File: config.mk
export PLATFORM = sky130hd
export DESIGN_NAME = pdm_level_sequencer
export DESIGN_NICKNAME = d
export VERILOG_FILES = /design/src/rtl/pdm_level_sequencer.sv
export SDC_FILE = /design/constraint.sdc
export NUM_CORES = 1
export LEC_CHECK = 0
export ABC_CLOCK_PERIOD_IN_PS = 2200
export CORE_ASPECT_RATIO = 0.75
export CORE_MARGIN = 2
export CORE_UTILIZATION = 56
export CTS_CLUSTER_DIAMETER = 40
export DETAILED_ROUTE_END_ITERATION = 7
export GPL_TIMING_DRIVEN = 0
export PLACE_DENSITY = 0.85
export SETUP_SLACK_MARGIN = 0.5
export SLEW_MARGIN = 15
export SYNTH_ARGS = -nofsm -noshare
export SYNTH_HDL_FRONTEND = slang
export SYNTH_SLANG_ARGS = --single-unit
File: constraint.sdc
create_clock -name clk -period 2.2 [get_ports clk]
set_input_delay 0.66 -clock clk [delete_from_list [all_inputs] [get_ports clk]]
set_output_delay 0.66 -clock clk [all_outputs]
set_load 0.01 [all_outputs]
File: src/rtl/pdm_level_sequencer.sv
// Plays an 8-entry table of PDM levels, one pdm_we write per PERIOD-cycle frame.
// Optional macro PDM_SEQ_FADE_EN: stop ramps the level down to 0 instead of muting at once.
module pdm_level_sequencer #(
    parameter int DEPTH   = 8,
    parameter int AW      = 3,
    parameter int LEVEL_W = 5,
    parameter int PERIOD  = 64,
    parameter int CNT_W   = 6
) (
    input  logic               clk,
    input  logic               reset,
    input  logic               cfg_we,
    input  logic [AW-1:0]      cfg_addr,
    input  logic [LEVEL_W-1:0] cfg_data,
    input  logic               start,
    input  logic               stop,
    input  logic               loop,
    input  logic [AW-1:0]      seq_len,
    output logic               pdm_we,
    output logic [LEVEL_W-1:0] pdm_level,
    output logic               busy,
    output logic [AW-1:0]      step_idx,
    output logic               done
);

`ifdef PDM_SEQ_FADE_EN
    typedef enum logic [1:0] {S_IDLE, S_PLAY, S_FADE} state_t;
`else
    typedef enum logic [1:0] {S_IDLE, S_PLAY} state_t;
`endif

    localparam logic [CNT_W-1:0] CNT_LAST = CNT_W'(PERIOD - 1);

    state_t             state_q, state_d;
    logic [CNT_W-1:0]   cnt_q, cnt_d;
    logic [AW-1:0]      step_q, step_d;
    logic [AW-1:0]      seq_len_q, seq_len_d;
    logic               loop_q, loop_d;
    logic               pdm_we_q, pdm_we_d;
    logic [LEVEL_W-1:0] pdm_level_q, pdm_level_d;
    logic               busy_q, busy_d;
    logic               done_q, done_d;
    logic [LEVEL_W-1:0] tab_q [DEPTH];
    logic [LEVEL_W-1:0] tab_d [DEPTH];
    logic [AW-1:0]      next_idx;

    // Table reads use tab_q, so a same-cycle cfg write only shows on the next pass.
    always_comb begin
        state_d     = state_q;
        cnt_d       = cnt_q;
        step_d      = step_q;
        seq_len_d   = seq_len_q;
        loop_d      = loop_q;
        pdm_we_d    = 1'b0;
        pdm_level_d = pdm_level_q;
        busy_d      = busy_q;
        done_d      = 1'b0;
        tab_d       = tab_q;
        next_idx    = step_q + AW'(1);
        if (cfg_we) begin
            tab_d[cfg_addr] = cfg_data;
        end

        case (state_q)
            S_IDLE: begin
                if (start && !stop) begin
                    state_d     = S_PLAY;
                    cnt_d       = '0;
                    step_d      = '0;
                    seq_len_d   = seq_len;
                    loop_d      = loop;
                    pdm_we_d    = 1'b1;
                    pdm_level_d = tab_q[0];
                    busy_d      = 1'b1;
                end
            end
            S_PLAY: begin
                if (stop) begin
                    cnt_d    = '0;
                    step_d   = '0;
                    pdm_we_d = 1'b1;
`ifdef PDM_SEQ_FADE_EN
                    state_d     = S_FADE;
                    pdm_level_d = (pdm_level_q == '0) ? '0 : pdm_level_q - LEVEL_W'(1);
`else
                    state_d     = S_IDLE;
                    pdm_level_d = '0;
                    busy_d      = 1'b0;
`endif
                end else if (cnt_q == CNT_LAST) begin
                    cnt_d = '0;
                    if (step_q < seq_len_q) begin
                        step_d      = next_idx;
                        pdm_we_d    = 1'b1;
                        pdm_level_d = tab_q[next_idx];
                    end else if (loop_q) begin
                        step_d      = '0;
                        pdm_we_d    = 1'b1;
                        pdm_level_d = tab_q[0];
                    end else begin
                        state_d = S_IDLE;
                        busy_d  = 1'b0;
                        done_d  = 1'b1;
                    end
                end else begin
                    cnt_d = cnt_q + CNT_W'(1);
                end
            end
`ifdef PDM_SEQ_FADE_EN
            S_FADE: begin
                // The write of 0 has gone out; release on the following cycle.
                if (pdm_level_q == '0) begin
                    state_d = S_IDLE;
                    busy_d  = 1'b0;
                    cnt_d   = '0;
                end else if (cnt_q == CNT_LAST) begin
                    cnt_d       = '0;
                    pdm_we_d    = 1'b1;
                    pdm_level_d = pdm_level_q - LEVEL_W'(1);
                end else begin
                    cnt_d = cnt_q + CNT_W'(1);
                end
            end
`endif
            default: begin
                state_d = S_IDLE;
                busy_d  = 1'b0;
            end
        endcase
    end

    always_ff @(posedge clk) begin
        if (reset) begin
            state_q     <= S_IDLE;
            cnt_q       <= '0;
            step_q      <= '0;
            seq_len_q   <= '0;
            loop_q      <= 1'b0;
            pdm_we_q    <= 1'b0;
            pdm_level_q <= '0;
            busy_q      <= 1'b0;
            done_q      <= 1'b0;
            for (int i = 0; i < DEPTH; i++) begin
                tab_q[i] <= '0;
            end
        end else begin
            state_q     <= state_d;
            cnt_q       <= cnt_d;
            step_q      <= step_d;
            seq_len_q   <= seq_len_d;
            loop_q      <= loop_d;
            pdm_we_q    <= pdm_we_d;
            pdm_level_q <= pdm_level_d;
            busy_q      <= busy_d;
            done_q      <= done_d;
            tab_q       <= tab_d;
        end
    end

    assign pdm_we    = pdm_we_q;
    assign pdm_level = pdm_level_q;
    assign busy      = busy_q;
    assign step_idx  = step_q;
    assign done      = done_q;

endmodule

==> results.py, run 1 <==
metrics = {
    "run_status": {
        "status": "complete, but fails checks",
        "violations": "DRC",
    },
    "cts": {
        "clk_path_buf_depth": 2,
        "root_buffer": "clkbuf_8",
        "tritoncts": "yes",
        "hold_buffers": 0,
        "h-tree-depth": 3,
        "numCtsBuffers": 9,
        "clock_latency_ns": 0.34,
        "cts_sinks": 61,
        "path_clk_slew_ns": 0.07,
    },
    "final_layout": {
        "fillCellCount": 315,
        "fin_cells": 387,
        "fin_area_um2": 3590,
        "mostFrequentLayoutCell": "dfxtp_1",
        "fin_nets": 343,
        "area_delta_synth_final_pct": 27.6,
        "seq_area_um2": 1240,
        "final_cell_mix": "56 x dfxtp_1, 55 x nor2_1, 45 x mux2i_1",
        "multiInputGateArea_um2": 1670,
        "diodes": 0,
        "utilization_pct": 73.8,
        "drive_gt1_share_pct": 26.3,
    },
    "pwr": {
        "pwr-share-clk_pct": 42.7,
        "ir_worst_vdd_mv": 0.482,
        "seqPwrFrac_pct": 47.4,
        "power.leakage_nw": 1.47,
        "p_sw_share_pct": 25.0,
        "internal_power_mw": 1.82,
        "power.switching_mw": 0.605,
        "pwr-share-comb_pct": 9.9,
        "p_per_area_nw_per_um2": 674,
    },
    "floorplan": {
        "start_util_pct": 57.8,
        "dieHeight_um": 65.4,
        "dieArea_um2": 5620,
        "die_x_um": 85.9,
        "coreArea_um2": 4870,
        "pin_count": 28,
        "core.rowCount": 22,
    },
    "sta": {
        "maxSlewViolCount": 0,
        "worst_slack_ns": 0.282,
        "relSlewSlack_pct": 59.4,
        "hold_viol": 0,
        "setup_viol": 0,
        "min_period_ns": 1.92,
        "max_freq_ghz": 0.521,
        "tightest_slew_ns": 0.610,
        "fin_crit_sh_pct": 87.2,
        "skew_ns": 0.0130,
        "rsz0062_at_grt": "yes",
    },
    "global_routing": {
        "grt_max_degree": 12,
        "antenna_found_initial": 0,
        "first_global_vias": 2300,
        "grt_pass1_wl_um": 11100,
        "grt_util_all_layers_pct": 26.6,
        "overflow": 0,
    },
    "routing": {
        "drt_iter0_markers": 270,
        "firstDrtPassIters": 8,
        "wirelength_um": 7440,
        "ant_nets": 0,
        "drc_errors": 4,
        "viasPerCell": 6.24,
        "vias": 2416,
        "wl_per_cell_um": 19.2,
    },
    "setup_path": {
        "cp_slowest_stage_delay_ns": 0.50,
        "worstPathCellList": "ha_4 > buf_4 > mux4_2 > mux2i_1 > a2bb2oi_1 > a211oi_1",
        "cp-end-kind": "flop",
        "critPathLaunchType": "flop",
        "crit_type": "flop to flop",
        "slowest_stage": "mux4_2",
        "cp.arrival_ns": 2.12,
        "required_ns": 2.40,
        "crit_path_max_fanout": 4,
    },
    "synth": {
        "synth_flop_cell": "dfxtp_1",
        "yosysSeqAreaShare_pct": 43.4,
        "synth_area_um2": 2820,
        "syn_nets": 299,
        "async_reset_ff_share_pct": 0,
        "synth-seq-cells": 61,
        "synth_edf_count": 0,
        "syn_area_per_cell_um2": 10.1,
        "netlist-cell-type-count": 36,
        "netlist_instances": 278,
        "yosys_warnings": 0,
    },
    "worst_hold_path": {
        "hold_path_class": "flop to flop",
    },
    "flow_run": {
        "max_cap_violations": 0,
    },
    "placed_design": {
        "dp_cells": 355,
        "postPlaceCellArea_um2": 3130,
        "dp_hpwl_um": 4460,
        "gp_congestion": 0.904,
        "portBuffers": 17,
        "pre_cts_ws_ns": -0.239,
    },
}
==> state kept, by name, summed over array words and instances, names as in the netlist <==
name       flops
busy           1
cnt_q          6
done           1
loop_q         1
pdm_level      5
pdm_we         1
seq_len_q      3
step_idx       3
tab_q         40
==> worst max-delay path, delay by kind of cell, from the launching register on <==
kind | cells | cell delay [ns]
adders and majority gates | 1 | 0.28
muxes | 2 | 0.70
buffers and inverters | 1 | 0.11
AOI/OAI and AO/OA | 2 | 0.31
DFF | 1 | 0.37
==> kinds of logic (layout without fill, tap and decap cells) <==
family / Yosys count / count (layout) / share of synthesized area [%]
mux: 57 / 57 / 25.0
buf+inv: 22 / 71 / 3.33
fa+ha+maj: 4 / 4 / 1.78
compound gates: 30 / 30 / 8.35
xor+xnor: 1 / 1 / 0.311
simple gates: 103 / 103 / 17.9
flops: 61 / 61 / 43.4
==> final cells by class <==
class | instances | area share (%)
sequential | 61 | 34.4
inverter | 2 | 0.209
clock inverter | 5 | 1.64
timing repair buffer | 33 | 8.08
buffer | 20 | 2.89
clock buffer | 11 | 4.21
multi-input combinational | 195 | 46.5
tap | 60 | 2.09
==> power by group through the flow <==
| stage | sequential [mW] | clock (mW) | combinational [mW] |
|---|---|---|---|
| 6_report | 1.15 | 1.03 | 0.240 |
| 2_1_floorplan | 1.17 | 0 | 0.141 |
| 3_3_place_gp | 1.17 | 0 | 0.203 |
| 4_1_cts | 1.15 | 1.04 | 0.218 |
| 5_1_grt | 1.15 | 1.10 | 0.258 |
| 3_5_place_dp | 1.17 | 0 | 0.210 |
==> cell usage after synthesis (2+ instances only) <==
master     number  area (um^2)
a211oi_1        4         30.0
a21oi_1        10         50.1
a2bb2oi_1       4         35.0
a311oi_2        2         30.0
and3_1          2         12.5
buf_2           3         15.0
clkbuf_1       16         60.1
dfxtp_1        61         1220
ha_1            4         50.1
inv_1           2         7.51
mux2i_1        47          470
mux4_1          2         52.6
mux4_2          8          180
nand2_1         8         30.0
nand2b_1        8         50.1
nand3_1         2         10.0
nand3b_1        2         15.0
nand4_1         2         12.5
nand4b_1        3         26.3
nor2_1         58          218
nor2b_1         3         18.8
nor3_1          7         35.0
nor3_2          2         20.0
nor3b_2         2         25.0
o21ai_0         4         20.0
or3b_2          2         17.5
==> metal layers <==
metal / up-vias / global-route usage [%] / wire (um)
li1: 1078 / - / -
met1: 1164 / 32.4 / 2960
met2: 140 / 43.9 / 3610
met3: 34 / 6.66 / 608
met4: 0 / 13.9 / 265
met5: - / 0 / 0
==> repair_timing <==
item                       4_1_cts  5_1_grt
setup endpoints to repair       28       22
gates resized for setup         33       21
buffers inserted                11        5
pin swaps                        8        9
==> path summary, 6_finish.rpt <==
check	start	to	slack, ns	cells past startpoint
hold reg to reg	tab_q[6]	tab_q[6]	0.49	2
setup reg to reg	step_idx[0]	pdm_level[2]	0.28	6
setup / recovery	step_idx[0]	pdm_level[2]	0.28	6
hold / removal	tab_q[6]	tab_q[6]	0.49	2
==> metrics by stage <==
step / hold slack (ns) / setup TNS, ns / power, mW
global route: 0.530 / 0 / 2.51
CTS: 0.492 / 0 / 2.40
finish: 0.495 / 0 / 2.42
detailed placement: 0.480 / -1.83 / 1.39
global placement: 0.468 / -1.08 / 1.38
floorplan: 0.448 / 0 / 1.32
Power figures use the tool's default switching activity.
==> run 2, diff against run 1 <==
--- a/config.mk
+++ b/config.mk
@@ -9,7 +9,7 @@
 export CORE_ASPECT_RATIO = 0.75
 export CORE_MARGIN = 2
 export CORE_UTILIZATION = 56
-export CTS_CLUSTER_DIAMETER = 40
+export CTS_CLUSTER_DIAMETER = 120
 export DETAILED_ROUTE_END_ITERATION = 7
 export GPL_TIMING_DRIVEN = 0
 export PLACE_DENSITY = 0.85
==> results of run 2 <==
The final DEF is identical to that of run 1; final timing and power are the same.
==> run 3, diff against run 2 <==
--- a/config.mk
+++ b/config.mk
@@ -13,6 +13,7 @@
 export DETAILED_ROUTE_END_ITERATION = 7
 export GPL_TIMING_DRIVEN = 0
 export PLACE_DENSITY = 0.85
+export REMOVE_ABC_BUFFERS = 1
 export SETUP_SLACK_MARGIN = 0.5
 export SLEW_MARGIN = 15
 export SYNTH_ARGS = -nofsm -noshare
==> run 3 against run 2 <==
The flow still finishes with violations (DRC); first-iteration DRC count up 32%; final cell count up 1.0%; design area up 2.0%; die area unchanged; utilization up 1.5 points; routed wire length up 5.9%; clock power down 15%; global-route usage down 0.23 points; sequential share of layout area down 0.68 points; clock skew down 0.0031 ns; critical path type unchanged; largest cell class unchanged; largest power group unchanged; highest routed layer unchanged.
==> results.py, run 3 (synthesized netlist as in run 1, its figures left out) <==
metrics = {
    "run_status": {
        "status": "complete, but fails checks",
        "violations": "DRC",
    },
    "placed_design": {
        "postPlaceCellArea_um2": 3100,
        "dp_hpwl_um": 3840,
        "pre_cts_ws_ns": -0.437,
        "portBuffers": 27,
        "gp_congestion": 0.855,
        "dp_cells": 346,
    },
    "final_layout": {
        "diodes": 0,
        "largest_register_ffs": 40,
        "drive_gt1_share_pct": 28.1,
        "fin_cells": 391,
        "area_delta_synth_final_pct": 30.2,
        "utilization_pct": 75.3,
        "regMostFlops": "tab_q",
        "fin_area_um2": 3670,
        "final_cell_mix": "56 x dfxtp_1, 55 x nor2_1, 46 x mux2i_1",
        "mostFrequentLayoutCell": "dfxtp_1",
        "fin_nets": 347,
    },
    "routing": {
        "viasPerCell": 6.33,
        "wl_met2_um": 3780,
        "firstDrtPassIters": 8,
        "vias": 2475,
        "highest_layer": "met4",
        "wirelength_um": 7880,
        "ant_nets": 0,
        "drt_iter0_markers": 356,
        "wl_per_cell_um": 20.2,
        "wl_met3_um": 571,
        "drc_errors": 2,
        "wl_met1_um": 3220,
    },
    "sta": {
        "tightest_slew_ns": 0.665,
        "min_period_ns": 1.84,
        "max_freq_ghz": 0.542,
        "skew_ns": 0.00990,
        "worst_slack_ns": 0.355,
        "setup_tns_ns": 0,
        "maxSlewViolCount": 0,
        "rsz0062_at_grt": "yes",
        "worst_hold_slack_ns": 0.496,
        "hold_viol": 0,
        "fin_crit_sh_pct": 83.9,
        "setup_viol": 0,
        "relSlewSlack_pct": 55.7,
    },
    "flow_run": {
        "max_cap_violations": 0,
    },
    "cts": {
        "cts_sinks": 61,
        "hold_buffers": 0,
        "path_clk_slew_ns": 0.06,
        "h-tree-depth": 3,
        "tritoncts": "yes",
        "clock_latency_ns": 0.35,
        "clk_path_buf_depth": 2,
        "numCtsBuffers": 9,
        "root_buffer": "clkbuf_8",
    },
    "global_routing": {
        "first_global_vias": 2216,
        "overflow": 0,
        "antenna_found_initial": 0,
        "grt_pass1_wl_um": 11100,
        "grt_max_degree": 32,
        "grt_util_all_layers_pct": 26.4,
    },
    "floorplan": {
        "pin_count": 28,
        "start_util_pct": 57.8,
        "core.rowCount": 22,
        "dieArea_um2": 5620,
        "dieHeight_um": 65.4,
        "coreArea_um2": 4870,
        "die_x_um": 85.9,
    },
    "setup_path": {
        "crit_type": "flop to flop",
        "reg2regPathDepth": 6,
        "cp.arrival_ns": 2.05,
        "required_ns": 2.40,
        "cp-end-kind": "flop",
        "ff2ff_setup_slack_ns": 0.36,
        "crit_path_max_fanout": 6,
        "cp-startpoint": "step_idx[0]",
        "r2r-start": "step_idx[0]",
        "critPathLaunchType": "flop",
        "reg2reg_to": "pdm_level[1]",
    },
    "pwr": {
        "p_per_area_nw_per_um2": 624,
        "p_total_mw": 2.29,
        "ir_worst_vdd_mv": 0.510,
        "power.leakage_nw": 1.52,
    },
    "worst_hold_path": {
        "hold_path_class": "flop to flop",
        "whs_endpoint": "tab_q[32]",
        "holdCritStartpoint": "tab_q[32]",
        "hold_path_depth": 2,
    },
}
==> run 3: worst max-delay path by stage <==
stage	end	slack [ns]	cells past startpoint
after detailed placement	pdm_level[4]	-0.44	5
after floorplan	pdm_level[2]	0.02	5
after global routing	pdm_level[1]	0.33	6
final	pdm_level[1]	0.36	6
after CTS	pdm_level[2]	0.44	5
after global placement	done	-0.83	2
==> run 3: report_power, final <==
| part | leakage, nW | internal [mW] | switching [mW] |
|---|---|---|---|
| Clock | 0.0877 | 0.470 | 0.405 |
| Combinational | 0.939 | 0.120 | 0.140 |
| Sequential | 0.498 | 1.13 | 0.0207 |
==> run 3: cell type report <==
type	instances	area, um^2
well taps	60	75.1
clock inverters	1	5.00
multi-input cells	195	1660
clock buffers	15	166
flip-flops and latches	61	1240
fillers	272	1200
inverters	2	7.51
repair buffers	57	512
==> run 3: critical path, stage by stage, from the launching register on <==
cell	delay, ns
dfxtp_4	0.38
ha_4	0.34
buf_4	0.16
mux4_2	0.34
mux2i_2	0.21
a2bb2oi_2	0.19
a211oi_2	0.08
==> run 3: repair_timing <==
| item | in CTS | in global routing |
|---|---|---|
| endpoints found under the setup margin | 69 | 29 |
| setup buffers | 18 | 11 |
| resized for setup | 55 | 15 |
| cloned | 0 | 0 |
| pin swaps | 11 | 12 |
==> run 3: metal layers <==
metal	track usage [%]	vias up
met2	44.1	154
met1	32.9	1190
met5	0	-
li1	-	1089
met3	6.78	42
met4	10.5	0
==> RTL change 1, RTL diff (config.mk and constraints of run 1) <==
`DEPTH`: 8 -> 32.
--- a/src/rtl/pdm_level_sequencer.sv
+++ b/src/rtl/pdm_level_sequencer.sv
@@ -3,3 +3,3 @@
 module pdm_level_sequencer #(
-    parameter int DEPTH   = 8,
+    parameter int DEPTH   = 32,
     parameter int AW      = 3,
Function: same outputs for any inputs over 10 cycles, from zero or initial values and one cycle with reset high; that may be too few to reach the edited logic, so the function may still have changed.
==> RTL change 1 against run 1 <==
- sequential cell count stayed put
- highest routed layer unchanged
- worst setup slack improved by 54 ps
- wire length shrank 7.9%
- via count is 2.3% lower
- clock skew down 7.3 ps
- area after synthesis decreased by 0.71%
- combinational power decreased by 6%
- final cell count increased by 1.6%
- sequential power barely moved
- register-to-register slack gained 70 ps
- total power fell by 6.1%
- count of clock-buffer cells in the layout rose by 3
- design area down 2.3%
==> RTL change 1: results (changes against run 1) <==
synthXorXnorAreaFrac: 0.00313  # +0.0000223
n_clock_buffer: 14  # +3
status: "complete, no violations"
drive_above_1_share: 0.228  # -0.0348
vias: 2360  # -2.3%
wl_per_cell_microns: 17.4  # -9.3%
track_usage: 0.259  # -0.00764
inv_count: 4  # +2
crit_path_max_incr_delay_ps: 480  # -20 ps
post_cts_buffers: 9  # -2
pre_cts_ws_ps: -471  # -232 ps
met2_usage: 0.412  # -0.0268
n_all_buffers: 52  # -1.9%
fin_nets: 350  # +2.0%
synth_mux_area_frac: 0.248  # -0.00179
crit_start: "stop"
clk_share: 0.0506  # -0.00787
multi_input_area_share: 0.463  # -0.00138
cp_max_fo: 9  # +5
nFlopsAndLatches: 61  # unchanged
slowest_stage: "nor2_2"
dp.cells: 364  # +2.5%
post_cts_resize_count: 45  # +36%
dr_wl_met2_mm: 3.17  # -12%
grt_pass1_vias: 2171  # -5.6%
peakVddDrop_v: 0.000467  # -3.2%
met3_length_microns: 516  # -15%
dp_hpwl_mm: 4.32  # -3.1%
yosys-top-cells-area: "dfxtp_1 44%, mux2i_1 16%, nor2_1 8.5%"
grt_max_degree: 11  # -1
syn_inst: 287  # +3.2%
synth_cell_type_count: 38  # +5.6%
r2r_start: "step_idx[1]"
synth-adder-area-share: 0.0179  # +0.000127
hp-start: "tab_q[141]"
nFillCells: 325  # +3.2%
final_cells: 393  # +1.6%
synth_compound_area_frac: 0.0823  # -0.00119
relSlewSlack: 0.600  # +0.00637
wl_met1_mm: 3.08  # +4.0%
buffer_area_frac: 0.109  # -0.000946
place.gp.congestion: 0.811  # -10%
pwr-share-seq: 0.505  # +0.031
area.sequential_sq_um: 1230  # -0.20%
[RTL change 1: cell types whose count changed after synthesis, moves of 3 or more]
cell	before	now
a211oi_1	4	0
a21oi_1	10	21
a2bb2oi_1	4	0
buf_1	0	3
clkbuf_1	16	13
nand2b_1	8	3
nor2_1	58	63
nor3_1	7	4
o31ai_1	0	5
[RTL change 1: per-stage QoR]
step / setup TNS [ps] / cell area (sq um) / power [mW] / util
after CTS: 0 / 3440 / 2.27 / 0.711
after global routing: 0 / 3510 / 2.35 / 0.725
final: 0 / 3510 / 2.27 / 0.725
after floorplan: 0 / 2870 / 1.31 / -
after detailed placement: -3250 / 3110 / 1.37 / 0.642
after global placement: -2780 / 3110 / 1.37 / 0.642
[RTL change 1: path summary, 6_finish.rpt]
path | end | slack (ps) | depth (start not counted)
max reg2reg | step_idx[2] | 350 | 8
max | step_idx[2] | 340 | 6
min reg2reg | tab_q[141] | 490 | 2
min | tab_q[141] | 490 | 2
==> RTL change 2, RTL diff (settings of run 1) <==
Without the edit above. Add an input register stage for `cfg_data`, without a reset; this delays it by one clock. The other inputs are not delayed to match.
--- a/src/rtl/pdm_level_sequencer.sv
+++ b/src/rtl/pdm_level_sequencer.sv
@@ -33,2 +33,8 @@
 
+    logic [LEVEL_W-1:0] cfg_data_q;
+
+    always_ff @(posedge clk) begin
+        cfg_data_q <= cfg_data;
+    end
+
     state_t             state_q, state_d;
@@ -60,3 +66,3 @@
         if (cfg_we) begin
-            tab_d[cfg_addr] = cfg_data;
+            tab_d[cfg_addr] = cfg_data_q;
         end
Formal check against the unedited RTL: not equivalent (a bounded check fails within 4 cycles, from zero or initial values and one cycle with reset high).
==> RTL change 2 against run 1 <==
- worst hold slack got worse by 1.1 ps
- wire length decreased by 9.5%
- worst setup slack improved by 16 ps
- sequential cell count increased by 5
- first-iteration DRC count decreased by 31%
- sequential share of layout area increased by 1.9 points
- total power increased by 5.9%
- via count decreased by 1.7%
- count of clock-buffer cells in the layout increased by 1
- critical path depth increased by 2
- design area increased by 2.0%
- area after synthesis increased by 3.6%
- clock power increased by 5%
- synthesized cell count increased by 4.7%
==> RTL change 2: results (changes against run 1) <==
initialDrtViolationCount: 186  # -31%
syn-num-nets: 312  # +4.3%
track_usage: 0.250  # -0.0168
highest_layer: "met4"
grt_pass1_wl_mm: 10.8  # -3.2%
nFillCells: 352  # +12%
place.gp.congestion: 0.816  # -9.7%
whs_path_depth: 2  # unchanged
largestRegisters: "tab_q x40, cnt_q x6"
hp-start: "tab_q[29]"
grt_pass1_vias: 2198  # -4.4%
holdWs_ps: 493  # -1.13 ps
wirelength_mm: 6.74  # -9.5%
reg2reg_depth: 8  # +2
io_buffers: 23  # +6
yosysWarnings: 0  # unchanged
skew_ps: 7.51  # -5.44 ps
cts_buffers: 9  # unchanged
antenna_found_initial: 0  # unchanged
synth_common_cells: "66 x dfxtp_1, 59 x nor2_1, 48 x mux2i_1"
antenna_cells: 0  # unchanged
fin_nets: 354  # +3.2%
worstSkewPairLatency_ps: 350
wl_met1_mm: 3.11  # +4.9%
cp_max_fo: 7  # +3
timing.rr.end: "step_idx[2]"
avgSynthCellArea_sq_um: 10.0  # -1.1%
worstPathArrival_ps: 2150  # +30 ps
drive_above_1_share: 0.228  # -0.0352
via_per_inst: 5.97  # -4.4%
first_pass_iters: 5  # -3
status: "complete, no violations"
ys_seq_area_frac: 0.453  # +0.0194
vias: 2376  # -1.7%
p_leak_nw: 1.53  # +4.0%
synth_cell_type_count: 39  # +8.3%
async_reset_ff_frac: 0  # unchanged
dp_hpwl_mm: 4.43  # -0.72%
r2r_start: "step_idx[2]"
peakVddDrop_v: 0.000479  # -0.73%
yosys-top-cells-area: "dfxtp_1 45%, mux2i_1 16%, nor2_1 7.6%"
min_to: "tab_q[29]"
min_path_type: "reg2reg"
pre_cts_ws_ps: -432  # -192 ps
met3_length_microns: 438  # -28%
synthFlopType: "dfxtp_1"
relSlewSlack: 0.600  # +0.00604
ctsLongestPathBuffers: 2  # unchanged
dr_wl_met2_mm: 3.03  # -16%
dp.cells: 374  # +5.4%
fin_ws_ps: 298  # +15.9 ps
==> RTL change 2: metrics by stage <==
step / setup TNS, ps / instance area, sq um
final: 0 / 3670
after detailed placement: -3560 / 3290
after CTS: 0 / 3590
after global routing: 0 / 3670
after floorplan: 0 / 2990
after global placement: -3580 / 3290
==> RTL change 2: kinds of logic after synthesis <==
| kind of cell | after synthesis | share of synthesized area |
|---|---|---|
| compound gates | 35 | 0.0772 |
| fa+ha+maj | 4 | 0.0172 |
| xor+xnor | 1 | 0.00300 |
| simple gates | 102 | 0.169 |
| flops | 66 | 0.453 |
| buf+inv | 25 | 0.0365 |
| mux | 58 | 0.245 |
==> RTL change 2: metal layers <==
metal | vias up | GRT usage
li1 | 1118 | -
met1 | 1141 | 0.335
met2 | 99 | 0.375
met3 | 18 | 0.0682
met4 | 0 | 0.115
met5 | - | 0
==> RTL change 2: cell type report <==
cell class / instances / area share
Buffer: 21 / 0.0328
Clock buffer: 12 / 0.0454
Clock inverter: 4 / 0.0130
Inverter: 4 / 0.00410
Multi-Input combinational cell: 200 / 0.447
Sequential cell: 66 / 0.363
Tap cell: 60 / 0.0205
Timing Repair Buffer: 31 / 0.0737
==> RTL change 2: what timing repair did <==
item	CTS	global route
endpoints found under the setup margin	69	60
buffers inserted	4	4
cloned	0	0
pin swaps	4	8
gates resized for setup	35	17
==> RTL change 2: worst max-delay path by stage <==
stage / from / endpoint / cells past startpoint
3_5_place_dp: stop / step_idx[2] / 7
5_1_grt: seq_len_q[1] / step_idx[2] / 9
3_3_place_gp: stop / step_idx[2] / 7
2_1_floorplan: step_idx[2] / step_idx[2] / 8
4_1_cts: step_idx[2] / step_idx[2] / 8
6_report: step_idx[2] / step_idx[2] / 8
==> RTL change 2: worst max-delay path, stage by stage, from the launching register on <==
cell	delay, ps
dfxtp_4	380
ha_4	290
nand2_4	50
o21a_4	200
o211a_1	210
buf_6	130
or2_1	220
buf_6	140
a32o_1	190
==> RTL change 2: power by group <==
part	internal (mW)	switching, mW
sequential	1.23	0.0179
combinational	0.109	0.133
clock	0.619	0.460
